===== config.mk =====
export PLATFORM = sky130hd
export DESIGN_NAME = seg7_scan_ctrl
export DESIGN_NICKNAME = d
export VERILOG_FILES = /design/src/rtl/seg7_pkg.sv /design/src/rtl/seg7_hex_decode.sv /design/src/rtl/seg7_scan_ctrl.sv
export SDC_FILE = /design/constraint.sdc
export NUM_CORES = 1
export LEC_CHECK = 0
export CORE_MARGIN = 5
export CORE_UTILIZATION = 35
export CTS_CLUSTER_SIZE = 40
export DETAILED_ROUTE_END_ITERATION = 10
export GPL_ROUTABILITY_DRIVEN = 0
export HOLD_SLACK_MARGIN = 0.03
export PLACE_DENSITY = 0.52
export RECOVER_POWER = 25
export SLEW_MARGIN = 15
export SYNTH_ARGS = -nofsm -noshare
export SYNTH_HDL_FRONTEND = slang
export SYNTH_SLANG_ARGS = --single-unit

===== constraint.sdc =====
create_clock -name clk -period 13.2 [get_ports clk]
set_input_delay 2.64 -clock clk [delete_from_list [all_inputs] [get_ports clk]]
set_output_delay 2.64 -clock clk [all_outputs]
set_load 0.02 [all_outputs]

===== src/rtl/seg7_pkg.sv =====
`default_nettype none
// ============================================================================
// seg7_pkg
// ----------------------------------------------------------------------------
// Shared definitions for the 4-digit 7-segment scan controller.
//   NUM_DIGITS    : number of multiplexed digits
//   scan_state_t  : per-slot phase (blank / on / off)
//   SEG_CODE_*    : active-high {g,f,e,d,c,b,a} glyphs for 0..F
//   SEG_OFF       : active-high all-dark segment word (dp included)
//   DIG_OFF       : active-high no-digit-selected strobe word
//   seg_code()    : nibble -> glyph lookup
// Revision: 1.0 - initial release
// ============================================================================
package seg7_pkg;

  localparam int NUM_DIGITS = 4;

  typedef enum logic [1:0] {
    S_BLANK = 2'd0,
    S_ON    = 2'd1,
    S_OFF   = 2'd2
  } scan_state_t;

  localparam logic [6:0] SEG_CODE_0 = 7'h3F;
  localparam logic [6:0] SEG_CODE_1 = 7'h06;
  localparam logic [6:0] SEG_CODE_2 = 7'h5B;
  localparam logic [6:0] SEG_CODE_3 = 7'h4F;
  localparam logic [6:0] SEG_CODE_4 = 7'h66;
  localparam logic [6:0] SEG_CODE_5 = 7'h6D;
  localparam logic [6:0] SEG_CODE_6 = 7'h7D;
  localparam logic [6:0] SEG_CODE_7 = 7'h07;
  localparam logic [6:0] SEG_CODE_8 = 7'h7F;
  localparam logic [6:0] SEG_CODE_9 = 7'h6F;
  localparam logic [6:0] SEG_CODE_A = 7'h77;
  localparam logic [6:0] SEG_CODE_B = 7'h7C;
  localparam logic [6:0] SEG_CODE_C = 7'h39;
  localparam logic [6:0] SEG_CODE_D = 7'h5E;
  localparam logic [6:0] SEG_CODE_E = 7'h79;
  localparam logic [6:0] SEG_CODE_F = 7'h71;

  localparam logic [7:0]            SEG_OFF = 8'h00;
  localparam logic [NUM_DIGITS-1:0] DIG_OFF = '0;

  function automatic logic [6:0] seg_code(input logic [3:0] nib);
    logic [6:0] code;
    case (nib)
      4'h0:    code = SEG_CODE_0;
      4'h1:    code = SEG_CODE_1;
      4'h2:    code = SEG_CODE_2;
      4'h3:    code = SEG_CODE_3;
      4'h4:    code = SEG_CODE_4;
      4'h5:    code = SEG_CODE_5;
      4'h6:    code = SEG_CODE_6;
      4'h7:    code = SEG_CODE_7;
      4'h8:    code = SEG_CODE_8;
      4'h9:    code = SEG_CODE_9;
      4'hA:    code = SEG_CODE_A;
      4'hB:    code = SEG_CODE_B;
      4'hC:    code = SEG_CODE_C;
      4'hD:    code = SEG_CODE_D;
      4'hE:    code = SEG_CODE_E;
      default: code = SEG_CODE_F;
    endcase
    return code;
  endfunction

endpackage
`default_nettype wire


===== src/rtl/seg7_hex_decode.sv =====
`default_nettype none
// ============================================================================
// seg7_hex_decode
// ----------------------------------------------------------------------------
// Combinational hex-digit decoder producing an active-high segment word.
// Ports:
//   nibble : 4-bit hex value to display
//   dp     : decimal point request
//   code   : {dp,g,f,e,d,c,b,a}, 1 = segment lit
// Revision: 1.0 - initial release
// ============================================================================
module seg7_hex_decode
  import seg7_pkg::*;
(
  input  logic [3:0] nibble,
  input  logic       dp,
  output logic [7:0] code
);

  always_comb begin
    code = {dp, seg_code(nibble)};
  end

endmodule
`default_nettype wire


===== src/rtl/seg7_scan_ctrl.sv =====
`default_nettype none
// ============================================================================
// seg7_scan_ctrl
// ----------------------------------------------------------------------------
// Time-multiplexed scan controller for a 4-digit 7-segment display with
// per-slot blanking, PWM brightness and tear-free frame commit.
// Ports:
//   clk, rst     : clock, synchronous active-high reset
//   frame_valid  : producer offers a frame on frame_*
//   frame_ready  : controller can accept a frame (pending buffer empty)
//   frame_data   : digit nibbles, [15:12] = digit 0 (leftmost)
//   frame_dp     : decimal points, bit 3 = digit 0
//   frame_blank  : force digit dark, bit 3 = digit 0
//   brightness   : 0 = dimmest .. 7 = full, sampled at slot start
//   seg          : {dp,g..a} of the selected digit (polarity per parameter)
//   seg_dig      : one-hot digit strobe, bit 3 = digit 0
//   frame_sync   : one-cycle pulse when a pending frame is committed
// Revision: 1.0 - initial release
// ============================================================================
module seg7_scan_ctrl
  import seg7_pkg::*;
#(
  parameter int DIV_SLOT       = 12500,
  parameter int BLANK_CYC      = 64,
  parameter bit SEG_ACTIVE_LOW = 1'b1,
  parameter bit DIG_ACTIVE_LOW = 1'b1
) (
  input  logic                  clk,
  input  logic                  rst,
  input  logic                  frame_valid,
  output logic                  frame_ready,
  input  logic [15:0]           frame_data,
  input  logic [NUM_DIGITS-1:0] frame_dp,
  input  logic [NUM_DIGITS-1:0] frame_blank,
  input  logic [2:0]            brightness,
  output logic [7:0]            seg,
  output logic [NUM_DIGITS-1:0] seg_dig,
  output logic                  frame_sync
);

  localparam int CNT_W = (DIV_SLOT > 1) ? $clog2(DIV_SLOT) : 1;
  // Wide enough for the (window * 8) product before the divide-by-8.
  localparam int LEN_W = $clog2(DIV_SLOT * 8 + 1);

  localparam logic [CNT_W-1:0]      CNT_MAX = CNT_W'(DIV_SLOT - 1);
  localparam logic [LEN_W-1:0]      BLANK_L = LEN_W'(BLANK_CYC);
  localparam logic [LEN_W-1:0]      WIN_L   = LEN_W'(DIV_SLOT - BLANK_CYC);
  localparam logic [7:0]            SEG_INV = SEG_ACTIVE_LOW ? 8'hFF : 8'h00;
  localparam logic [NUM_DIGITS-1:0] DIG_INV = DIG_ACTIVE_LOW ? '1 : '0;

  logic [CNT_W-1:0]      cnt;
  logic [1:0]            idx;
  scan_state_t           state;
  logic [LEN_W-1:0]      on_len;
  logic                  live;
  logic                  pending_full;
  logic [15:0]           pend_data, act_data;
  logic [NUM_DIGITS-1:0] pend_dp, pend_blank, act_dp, act_blank;

  logic                  wrap, boundary, xfer, commit;
  logic [CNT_W-1:0]      cnt_next;
  logic [LEN_W-1:0]      len_now, eff_len, on_end, cnt_next_l;
  logic [3:0]            cur_nib;
  logic                  cur_dp, cur_blank;
  logic [NUM_DIGITS-1:0] dig_onehot;
  logic [7:0]            dec_code;

  assign wrap       = (cnt == CNT_MAX);
  assign cnt_next   = wrap ? '0 : cnt + CNT_W'(1);
  assign cnt_next_l = LEN_W'(cnt_next);
  assign boundary   = wrap && (idx == 2'd3);
  assign commit     = boundary && pending_full;
  assign frame_ready = live && !pending_full;
  assign xfer       = frame_valid && frame_ready;

  assign len_now = (WIN_L * (LEN_W'(brightness) + LEN_W'(1))) >> 3;
  // During cnt==0 the slot's on_len register is still being loaded, so the
  // live value is used for any decision made in that cycle.
  assign eff_len = (cnt == '0) ? len_now : on_len;
  assign on_end  = BLANK_L + eff_len;

  assign dig_onehot = NUM_DIGITS'(4'b1000 >> idx);

  always_comb begin
    cur_nib   = act_data[15:12];
    cur_dp    = act_dp[3];
    cur_blank = act_blank[3];
    case (idx)
      2'd1: begin cur_nib = act_data[11:8]; cur_dp = act_dp[2]; cur_blank = act_blank[2]; end
      2'd2: begin cur_nib = act_data[7:4];  cur_dp = act_dp[1]; cur_blank = act_blank[1]; end
      2'd3: begin cur_nib = act_data[3:0];  cur_dp = act_dp[0]; cur_blank = act_blank[0]; end
      default: ;
    endcase
  end

  seg7_hex_decode u_decode (
    .nibble (cur_nib),
    .dp     (cur_dp),
    .code   (dec_code)
  );

  // Slot counter, digit index and per-slot phase. state always describes the
  // phase of the current cnt value, so transitions look at cnt_next.
  always_ff @(posedge clk) begin
    if (rst) begin
      cnt    <= '0;
      idx    <= 2'd0;
      state  <= S_BLANK;
      on_len <= '0;
    end else begin
      cnt <= cnt_next;
      if (cnt == '0) begin
        on_len <= len_now;
      end
      if (wrap) begin
        idx   <= idx + 2'd1;
        state <= (BLANK_CYC == 0) ? S_ON : S_BLANK;
      end else begin
        case (state)
          S_BLANK: if (cnt_next_l == BLANK_L) state <= S_ON;
          // At full brightness on_end equals DIV_SLOT and is never reached,
          // so the ON phase runs to the wrap.
          S_ON:    if (cnt_next_l == on_end)  state <= S_OFF;
          default: ;
        endcase
      end
    end
  end

  // Pending/active frame buffers. A commit only happens while pending is
  // full, which also holds frame_ready low, so commit and transfer never
  // coincide; a transfer on a boundary therefore waits for the next one.
  always_ff @(posedge clk) begin
    if (rst) begin
      live         <= 1'b0;
      pending_full <= 1'b0;
      pend_data    <= '0;
      pend_dp      <= '0;
      pend_blank   <= '0;
      act_data     <= '0;
      act_dp       <= '0;
      act_blank    <= '1;
    end else begin
      live <= 1'b1;
      if (commit) begin
        act_data     <= pend_data;
        act_dp       <= pend_dp;
        act_blank    <= pend_blank;
        pending_full <= 1'b0;
      end else if (xfer) begin
        pend_data    <= frame_data;
        pend_dp      <= frame_dp;
        pend_blank   <= frame_blank;
        pending_full <= 1'b1;
      end
    end
  end

  // Registered pin drivers with polarity folded in.
  always_ff @(posedge clk) begin
    if (rst) begin
      seg        <= SEG_OFF ^ SEG_INV;
      seg_dig    <= DIG_OFF ^ DIG_INV;
      frame_sync <= 1'b0;
    end else begin
      frame_sync <= commit;
      if ((state == S_ON) && !cur_blank) begin
        seg     <= dec_code ^ SEG_INV;
        seg_dig <= dig_onehot ^ DIG_INV;
      end else begin
        seg     <= SEG_OFF ^ SEG_INV;
        seg_dig <= DIG_OFF ^ DIG_INV;
      end
    end
  end

endmodule
`default_nettype wire


# Word-level counts from Yosys, hierarchy flattened
# Memories as Yosys holds them, arrays and structs flattened.
# Index checks and enable logic that the tools add are counted.
totals:
  register_bits: 98
  wordCells: 59
  latchBits: 0
  output_inout_bits: 14
  memories: 1
  ram_bits: 0
  input_bits: 30
  rom_bits: 112
mem_list:
  columns: ["memory", "words", "word_bits", "rd", "rd_clocked_by_memory_dff", "write_ports", "line_no", "rtl"]
  rows:
  - ["(no name shown)", 16, 7, 1, 0, 0, "seg7_pkg.sv:46", "case (nib)"]
classes:
  n_mux: 9
  n_addsub: 4
  bitwise_logic: 4
  n_reduce_logical: 15
  n_div: 0
  shifts: 1
  n_lt_le_gt_ge: 0
  n_eq_ne: 9
  n_mul: 1
op_table:
  columns: ["cell", "n"]
  rows:
  - ["adder 7 x 17 -> 17 bit (first input constant)", 1]
  - ["equality test 14 x 17 -> 1 bit", 1]
  - ["two-way mux 17 bit", 1]
  - ["multiplier 12 x 4 -> 15 bit (first input constant)", 1]
  - ["adder 14 x 1 -> 14 bit (second input constant)", 1]
  - ["equality test 14 bit (second input constant)", 1]
  - ["equality test 14 x 7 -> 1 bit (second input constant)", 1]
  - ["zero test 14 bit", 1]
  - ["two-way mux 14 bit", 1]
  - ["case mux 4 bit (3 select lines)", 1]
  - ["inverter 8 bit", 1]
  - ["case mux 1 bit (3 select lines)", 2]
  - ["OR reduction 2 bit", 3]
  - ["logical AND 1 bit", 5]
  - ["adder 3 x 1 -> 4 bit (second input constant)", 1]
  - ["equality test 2 x 1 -> 1 bit (second input constant)", 2]
  - ["equality test 2 bit (second input constant)", 2]
  - ["two-way mux 2 bit", 2]
  - ["inequality test 2 bit (second input constant)", 2]
  - ["inverter 4 bit", 1]
  - ["case mux 2 bit (2 select lines)", 1]
  - ["right shift 4 x 2 -> 4 bit (first input constant)", 1]
  - ["AND reduction 3 bit", 1]
  - ["adder 2 x 1 -> 2 bit (second input constant)", 1]
  - ["other kinds (6)", 8]

# Depth between registers and ports, before layout
# Gate-level depths: netlist (run 1).
depth:
  word_depth: 7
  ltp_mapped: 20
  depth_no_buf: 19

# Hierarchy
# A second synthesis (run 1) with hierarchy kept.
unflattened:
  cells_unflattened: 537
  area_unflattened_um2: 4795.8
by_module_without_submodules:
  columns: ["mod", "cells_each", "n_inst", "seq_area_each_um2", "area_each_um2"]
  rows:
  - ["seg7_scan_ctrl", 503, 1, 1961.9, 4500.6]
  - ["seg7_hex_decode", 34, 1, 0.0, 295.3]

# Worst setup path before layout (run 1)
# No wires, ideal clock.
synth_timing:
  kind: "input to register"
  start: "input brightness[0]"
  end: "register state[1]"
  path_stages: 19
  t_arrival_ps: 6791
  slack_ps: 6352
  t_required_ps: 13142
  setup_time_ps: 58
  n_path_buf: 1
  cell_sequence: "clkbuf_1 inv_1 ha_1 inv_1 ha_1 ha_1 ha_1 and2_1 or3_1 a31oi_1 ha_1 nand4_1 or2_2 mux2i_1 xnor3_1 a211o_1 a22oi_1 o2111a_1 o21a_1"
synth_via:
  elab_chain_cells: 7
synth_rtl:
  columns: ["item", "line_no", "rtl"]
  rows:
  - ["from (decl)", "seg7_scan_ctrl.sv:35", "input logic [2:0] brightness,"]
  - ["adder 3 x 1 -> 4 bit", "seg7_scan_ctrl.sv:76", "assign len_now = (WIN_L * (LEN_W'(brightness) + LEN_W'(1))) >> 3;"]
  - ["multiplier 12 x 4 -> 15 bit", "seg7_scan_ctrl.sv:76", null]
  - ["two-way mux 17 bit", null, null]
  - ["net eff_len[6]", "seg7_scan_ctrl.sv:62", "logic [LEN_W-1:0] len_now, eff_len, on_end, cnt_next_l;"]
  - ["adder 7 x 17 -> 17 bit", "seg7_scan_ctrl.sv:80", "assign on_end = BLANK_L + eff_len;"]
  - ["equality test 14 x 17 -> 1 bit", "seg7_scan_ctrl.sv:123", "S_ON: if (cnt_next_l == on_end) state <= S_OFF;"]
  - ["inequality test 2 bit (no source line)", null, null]
  - ["AND reduction 3 bit (no source line)", null, null]
  - ["to (signal assigned)", "seg7_scan_ctrl.sv:117", "state <= (BLANK_CYC == 0) ? S_ON : S_BLANK;"]
  - ["to (decl)", "seg7_scan_ctrl.sv:53", "scan_state_t state;"]
# The timed path passes the listed nets, and every way through them passes these cells.
# A chain may end at the register's enable or synchronous reset.

# Worst setup path after layout (run 1)
# Ends and elaborated chain as after synthesis.

==> results.toml, run 1 <==
[hold_path]
hold_depth = 2
hold_class = "reg2reg"

[pwr]
worst_ir_drop_vdd_mv = 0.0703
total_power_mw = 0.694
p_leak_nw = 2.12
powerDensity_nw_per_um2 = 122

[clocking]
clockBufferDepth = 2
clkTransAtPathRegs_ps = 70
cts_setup_buffers = 0
cts_root_buf = "clkbuf_16"
tritoncts = "done"
ctsResizeCount = 0
hold_buffers = 0
cts.htree.levels = 3
cts-buffers-inserted = 9
clkSinkCount = 98
clock_latency_ps = 350

[routing]
top_layer = "met4"
wl_met2_um = 5670
drt-met1-wl_um = 5380
vias_per_cell = 5.26
wire_per_inst_um = 15.7
ant_nets = 0
wl_met3_um = 643
wl_um = 11900
drc_errors = 0
vias = 4011
drtIter0Drc = 275
first_pass_iters = 5

[grt]
track_usage_pct = 14.9
grt_pass1_wl_um = 19400
antenna_found_initial = 0
grt_max_degree = 46
overflow = 0
grt_pass1_vias = 3917

[finish]
diodes = 0
regArea_sq_um = 1960
mostFrequentLayoutCells = "dfxtp_1, nand2_1, a21oi_1"
num-fill-cells = 1350
drive_gt1_share_pct = 4.78
nets = 639
area_delta_synth_final_pct = 18.1
multi_input_area_sq_um = 2640
layout_commonest_cell = "dfxtp_1"
finalNonFillerCells = 762

[floorplan]
core_area_sq_um = 13300
pin_count = 44
fp-row-count = 42
die_y_um = 127
die_area_sq_um = 16200
initial_core_util_pct = 36.1
fp.dieW_um = 127

[placed_design]
port_buffers = 43
place_hpwl_um = 8540
placed_cells = 746

[timing]
tightest_slew_ps = 2220
fin_tns_setup_ps = 0
post-route-min-period_ps = 7490
finalSetupViolations = 0
relSlewSlack_pct = -48.2
hold_viol_final = 0
timing.hold.ws_ps = 457
rsz0062_at_grt = "false"
skew_ps = 8.27
max_freq_mhz = 134
slew_viol_final = 46
fin_crit_sh_pct = 56.7

[logic_synthesis]
synth-seq-cells = 98
synth_fa_ha_area_share_pct = 7.28
yosysSeqAreaShare_pct = 40.8
synth_mux_area_share_pct = 1.90
synth_cells = 554
synth_top_family_by_area = "simple AND/OR/NAND/NOR gates"
synth-xor-area-share_pct = 5.54
synth_compound_area_share_pct = 19.2
postSynthNetCount = 612
synth_cell_types = 58
synthFlopType = "dfxtp_1"
ys_warn_count = 0
synthSimpleGateAreaFrac_pct = 21.0
synth-edff-count = 0
synth.avg_cell_area_sq_um = 8.69
syn_area_sq_um = 4810
synth-async-reset-ratio_pct = 0

[critical_path]
crit_buf_inv = 3
cp.arrival_ps = 7790
max_stage_delay_ps = 650
timing.critical_path.cells = "clkdlybuf4s50_1 -> inv_1 -> ha_1 -> inv_1 -> ha_1 -> ha_1 -> ha_1 -> and2_1 -> or3_1 -> a31oi_1 -> ha_1 -> nand4_1 -> or2_2 -> mux2i_1 -> xnor3_1 -> a211o_1 -> a22oi_1 -> o2111a_1 -> o21a_1"
crit_fanout = 10
start_kind = "primary input"
criticalPathCategory = "in2reg"
crit_family = "adder cells"
crit_required_ps = 13500
cpMostUsedCell = "ha_1"
r2r_cells = 14
cp.depth = 19
cp-end-kind = "flop"
worst_path_max_delay_cell = "clkdlybuf4s50_1"

[run_status]
violations = "capacitance limit, slew limit"
status = "finished, violations left"

[run]
drv_cap = 1
-- synth_stat cells (6+ instances only) --
| library cell | count | share of area [%] |
|---|---|---|
| a21oi_1 | 44 | 4.6 |
| a222oi_1 | 6 | 1.2 |
| a22o_1 | 20 | 3.6 |
| and2_1 | 7 | 0.91 |
| and3_1 | 8 | 1.0 |
| clkbuf_1 | 25 | 1.9 |
| dfxtp_1 | 98 | 41 |
| ha_1 | 28 | 7.3 |
| inv_1 | 21 | 1.6 |
| mux2i_1 | 8 | 1.7 |
| nand2_1 | 83 | 6.5 |
| nand3_1 | 12 | 1.2 |
| nand4_1 | 11 | 1.4 |
| nor2_1 | 41 | 3.2 |
| nor3_1 | 10 | 1.0 |
| o21ai_0 | 18 | 1.9 |
| or3_1 | 8 | 1.0 |
| xnor2_1 | 20 | 3.6 |
| xor2_1 | 6 | 1.1 |
-- where the power goes --
| part | switching [mW] | internal, mW |
|---|---|---|
| Combinational | 0.0503 | 0.0377 |
| Clock | 0.123 | 0.170 |
| Sequential | 0.00721 | 0.305 |
-- kinds of logic (layout without fill, tap and decap cells) --
group / Yosys count / count (layout)
compound gates: 133 / 133
xor+xnor: 28 / 28
fa+ha+maj: 28 / 28
flops: 98 / 98
simple gates: 206 / 206
mux: 9 / 9
buf+inv: 52 / 84
-- metal layers --
layer  GRT usage [%]  vias up
li1                -     2034
met1            18.2     1857
met2            24.8      101
met3            4.88       19
met4            4.67        0
met5               0        -
-- flip-flops by register name (all words and copies together) (netlist names) --
signal,flops
seg_dig,4
idx,2
pend_blank,4
cnt,14
pending_full,1
on_len,17
pend_dp,4
act_data,16
frame_sync,1
act_dp,4
pend_data,16
live,1
state,2
seg,8
act_blank,4
-- path summary, 6_finish.rpt --
check	from	to	slack, ps
worst max-delay path	brightness[0]	state[1]	5710
worst min-delay path	act_blank[3]	act_blank[3]	460
worst max register to register	cnt[0]	state[1]	9040
worst min register to register	act_blank[3]	act_blank[3]	460
-- worst min-delay path: stages (launching register included) --
cell     delay, ps
dfxtp_1        300
inv_1           60
a21oi_1         60
-- final cells by class --
class | instances | share of cell area, %
flip-flops and latches | 98 | 34.5
repair buffers | 47 | 7.90
clock inverters | 7 | 1.94
inverters | 21 | 1.39
well taps | 176 | 3.87
clock buffers | 9 | 3.96
multi-input cells | 404 | 46.4
-- stage by stage --
| step | worst slack [ps] | utilization, % | area (sq um) |
|---|---|---|---|
| floorplan | 6350 | - | 4810 |
| global placement | 5660 | 40.2 | 5360 |
| detailed placement | 5480 | 40.2 | 5360 |
| CTS | 5850 | 42.7 | 5700 |
| global route | 5480 | 42.6 | 5690 |
| finish | 5710 | 42.6 | 5690 |
Note: power is estimated with default switching activity, not from simulation.
==> run 2: changes to the inputs <==
clock period = 7.39 ns   (was 13.2 ns; I/O delays follow)
==> results.toml, run 2 (synthesis gave the netlist of run 1 again) <==
[run_status]
status = "finished, violations left"
violations = "capacitance limit, slew limit"

[clocking]
ctsResizeCount = 0
clkTransAtPathRegs_ps = 70
clock_latency_ps = 350
hold_buffers = 0
cts.htree.levels = 3
cts_root_buf = "clkbuf_16"
clockBufferDepth = 2
cts_setup_buffers = 0
cts-buffers-inserted = 9
clkSinkCount = 98
tritoncts = "done"

[pwr]
worst_ir_drop_vdd_mv = 0.106
switching_share_pct = 26.3
p_int_mw = 0.878
pwr-share-clk_pct = 40.0
p_comb_share_pct = 13.2
p_leak_nw = 2.10
switchingPower_mw = 0.314
powerDensity_nw_per_um2 = 211
sequentialPowerShare_pct = 46.8

[routing]
vias_per_cell = 5.28
drt-met1-wl_um = 5430
drc_errors = 0
wl_met2_um = 5740
wl_um = 11900
drtIter0Drc = 300
vias = 4023
first_pass_iters = 6
top_layer = "met4"
ant_nets = 0
wire_per_inst_um = 15.7
wl_met3_um = 533

[finish]
diodes = 0
area_delta_synth_final_pct = 17.4
layout_commonest_cell = "dfxtp_1"
largest_reg_flops = 17
reg.largest.list = "on_len x17, act_data x16, pend_data x16"
finalNonFillerCells = 762
fin_util_pct = 42.4
num-fill-cells = 1343
mostFrequentLayoutCells = "dfxtp_1, nand2_1, a21oi_1"
drive_gt1_share_pct = 4.78
nets = 639
postLayoutCellArea_sq_um = 5650
top_register = "on_len"

[critical_path]
cp-end-kind = "flop"
crit_required_ps = 7680
r2r-end = "state[1]"
criticalPathCategory = "in2reg"
reg2reg_from = "cnt[0]"
cp.arrival_ps = 6540
timing.reg2reg.setup_slack_ps = 3220
crit_fanout = 10
r2r_cells = 14
start_kind = "primary input"

[floorplan]
die_y_um = 127
die_area_sq_um = 16200
fp-row-count = 42
fp.dieW_um = 127
pin_count = 44
core_area_sq_um = 13300
initial_core_util_pct = 36.1

[hold_path]
hold_class = "reg2reg"
hold_depth = 2
min_to = "pend_data[6]"
hold_path.startpoint = "pend_data[6]"

[timing]
post-route-min-period_ps = 6250
skew_ps = 8.40
fin_crit_sh_pct = 84.6
slew_viol_final = 46
fin_ws_ps = 1140
fin_tns_setup_ps = 0
hold_viol_final = 0
tightest_slew_ps = 2260
max_freq_mhz = 160
relSlewSlack_pct = -50.4
rsz0062_at_grt = "false"
finalSetupViolations = 0

[grt]
track_usage_pct = 14.9
overflow = 0
grt_pass1_vias = 3925
grt_max_degree = 46
antenna_found_initial = 0
grt_pass1_wl_um = 19500

[placed_design]
port_buffers = 43
dp_slack_ps = 869
place_hpwl_um = 8500
placed_cells = 746
placed_cell_area_sq_um = 5360

[run]
drv_cap = 1
## run 2: per-stage QoR
stage,hold WS (ps),total power [mW]
after CTS,459,1.21
after detailed placement,451,0.726
final,455,1.19
after floorplan,429,0.677
after global routing,474,1.25
after global placement,439,0.726
## run 2: power by group through the flow
stage                     clock (mW)  sequential [mW]  combinational [mW]
after floorplan                    0            0.565               0.111
after global placement             0            0.570               0.156
after detailed placement           0            0.570               0.157
after CTS                      0.493            0.558               0.158
after global routing           0.520            0.560               0.174
final                          0.477            0.558               0.157
## run 2: layout make-up
cell class / count / area [sq um] / share of cell area (%)
multi-input combinational: 404 / 2640 / 46.7
sequential: 98 / 1960 / 34.7
tap: 176 / 220 / 3.90
clock inverter: 7 / 77.6 / 1.37
inverter: 21 / 78.8 / 1.39
clock buffer: 9 / 225 / 3.98
timing repair buffer: 47 / 449 / 7.95
## run 2: layer usage
layer	vias up	GRT usage, %
met5	-	0
met4	0	5.24
met3	16	3.84
met2	83	25.3
met1	1894	18.4
li1	2030	-
## run 2: worst max-delay path by stage
| stage | start | endpoint | slack [ps] | cells after the start |
|---|---|---|---|---|
| 2_1_floorplan | brightness[0] | state[1] | 1700 | 19 |
| 4_1_cts | brightness[0] | state[1] | 1220 | 19 |
| 3_5_place_dp | brightness[0] | state[1] | 870 | 19 |
| 3_3_place_gp | brightness[0] | state[1] | 1010 | 19 |
| 5_1_grt | brightness[0] | state[1] | 900 | 19 |
| 6_report | brightness[0] | state[1] | 1140 | 19 |
## run 2: critical path: stages
cell and delay (ps):
clkdlybuf4s50_1 640, inv_1 160, ha_1 410, inv_1 150
ha_1 240, ha_1 300, ha_1 250, and2_1 200
or3_1 350, a31oi_1 300, ha_1 320, nand4_1 140
or2_2 310, mux2i_1 180, xnor3_1 320, a211o_1 230
a22oi_1 210, o2111a_1 240, o21a_1 110
==> run 3: changes to the inputs <==
PLACE_DENSITY = 0.54   (was 0.52)
clock period = 5.4 ns   (was 7.39 ns; I/O delays follow)
==> results.toml, run 3 (synthesis gave the netlist of run 1 again) <==
[hold_path]
hold_path.startpoint = "pend_data[11]"
min_to = "pend_data[11]"
hold_depth = 2
hold_class = "reg2reg"

[timing]
skew_ps = 7.03
max_freq_mhz = 195
hold_viol_final = 0
finalSetupViolations = 0
slew_viol_final = 46
relSlewSlack_pct = -44.2
post-route-min-period_ps = 5120
fin_crit_sh_pct = 94.9
fin_ws_ps = 278
rsz0062_at_grt = "false"
tightest_slew_ps = 2160

[grt]
grt_pass1_vias = 3890
track_usage_pct = 14.7
grt_pass1_wl_um = 19400
overflow = 0
antenna_found_initial = 0
grt_max_degree = 46

[finish]
layout_commonest_cell = "dfxtp_1"
finalNonFillerCells = 773
top_register = "on_len"
drive_gt1_share_pct = 6.70
mostFrequentLayoutCells = "dfxtp_1, nand2_1, a21oi_1"
reg.largest.list = "on_len x17, act_data x16, pend_data x16"
area_delta_synth_final_pct = 18.8
num-fill-cells = 1326
diodes = 0
nets = 650
largest_reg_flops = 17

[floorplan]
core_area_sq_um = 13300
initial_core_util_pct = 36.1
fp-row-count = 42
die_area_sq_um = 16200
pin_count = 44
fp.dieW_um = 127
die_y_um = 127

[placed_design]
placed_cells = 757
dp_slack_ps = -38.7
port_buffers = 43
place_hpwl_um = 8670

[clocking]
clkTransAtPathRegs_ps = 70
cts.htree.levels = 3
ctsResizeCount = 0
cts_root_buf = "clkbuf_16"
cts-buffers-inserted = 9
clkSinkCount = 98
cts_setup_buffers = 0
clock_latency_ps = 350
tritoncts = "done"
hold_buffers = 0
clockBufferDepth = 2

[critical_path]
crit_fanout = 9
start_kind = "primary input"
r2r_cells = 14
criticalPathCategory = "in2reg"
cp.arrival_ps = 5420
timing.reg2reg.setup_slack_ps = 1510
r2r-end = "state[1]"
crit_required_ps = 5690
cp-end-kind = "flop"
reg2reg_from = "cnt[0]"

[routing]
first_pass_iters = 6
vias_per_cell = 5.27
vias = 4077
wire_per_inst_um = 15.4
ant_nets = 0
wl_um = 11900
drtIter0Drc = 239
drc_errors = 0

[run_status]
status = "finished, violations left"
violations = "capacitance limit, slew limit"

[pwr]
total_power_mw = 1.60
worst_ir_drop_vdd_mv = 0.143
p_leak_nw = 2.15
powerDensity_nw_per_um2 = 280

[run]
drv_cap = 1
run 3: cell count changes in the layout (fill, tap and decap cells not counted):
cell | before | now
clkinv_2 | 2 | 1
clkinvlp_4 | 0 | 1
clkinv_4 | 2 | 1
clkbuf_1 | 3 | 2
inv_6 | 1 | 3
bufinv_16 | 1 | 0
buf_4 | 1 | 13
run 3: area by class of cell:
| type | count | area [sq um] | area share (%) |
|---|---|---|---|
| well taps | 176 | 220 | 3.85 |
| repair buffers | 58 | 536 | 9.36 |
| clock buffers | 9 | 225 | 3.94 |
| clock inverters | 7 | 58.8 | 1.03 |
| inverters | 21 | 78.8 | 1.38 |
| flip-flops and latches | 98 | 1960 | 34.3 |
| multi-input cells | 404 | 2640 | 46.2 |
run 3: report_power, final:
part / total, mW / switching [mW] / internal, mW
registers: 0.763 / 0.0172 / 0.746
clock network: 0.611 / 0.291 / 0.320
logic: 0.226 / 0.126 / 0.101
run 3: routing by layer:
| layer | share of wire, % | vias up | GRT usage (%) |
|---|---|---|---|
| met2 | 48 | 92 | 25.0 |
| met5 | 0 | - | 0 |
| met4 | 1.3 | 0 | 3.79 |
| met1 | 45 | 1919 | 18.2 |
| met3 | 5.2 | 11 | 4.51 |
| li1 | - | 2055 | - |
run 3: worst max-delay path: stages:
cell             delay, ps
clkdlybuf4s50_1        420
buf_4                  170
ha_1                   210
xor2_1                 290
ha_1                   310
ha_1                   220
and2_1                 160
or3_1                  340
a31oi_1                260
ha_1                   250
nand4_1                130
or2_2                  310
mux2i_1                180
xnor3_1                320
a211o_1                230
a22oi_1                180
o2111a_1               230
o21a_1                 110
run 3: worst max-delay path by stage:
stage | startpoint | endpoint | slack, ps | cells past startpoint
final | brightness[0] | state[1] | 280 | 18
after floorplan | brightness[0] | state[1] | 110 | 19
after detailed placement | brightness[0] | state[1] | -40 | 20
after global routing | brightness[0] | state[1] | 8 | 18
after global placement | brightness[0] | state[1] | 80 | 20
after CTS | brightness[0] | state[1] | 310 | 20
run 3: metrics by stage:
step	instance area (sq um)	utilization, %	hold WS [ps]	TNS (ps)
finish	5720	42.9	459	0
global route	5720	42.9	477	0
CTS	5730	42.9	458	0
detailed placement	5440	40.8	448	-68.3
global placement	5440	40.8	440	0
floorplan	4810	-	429	0
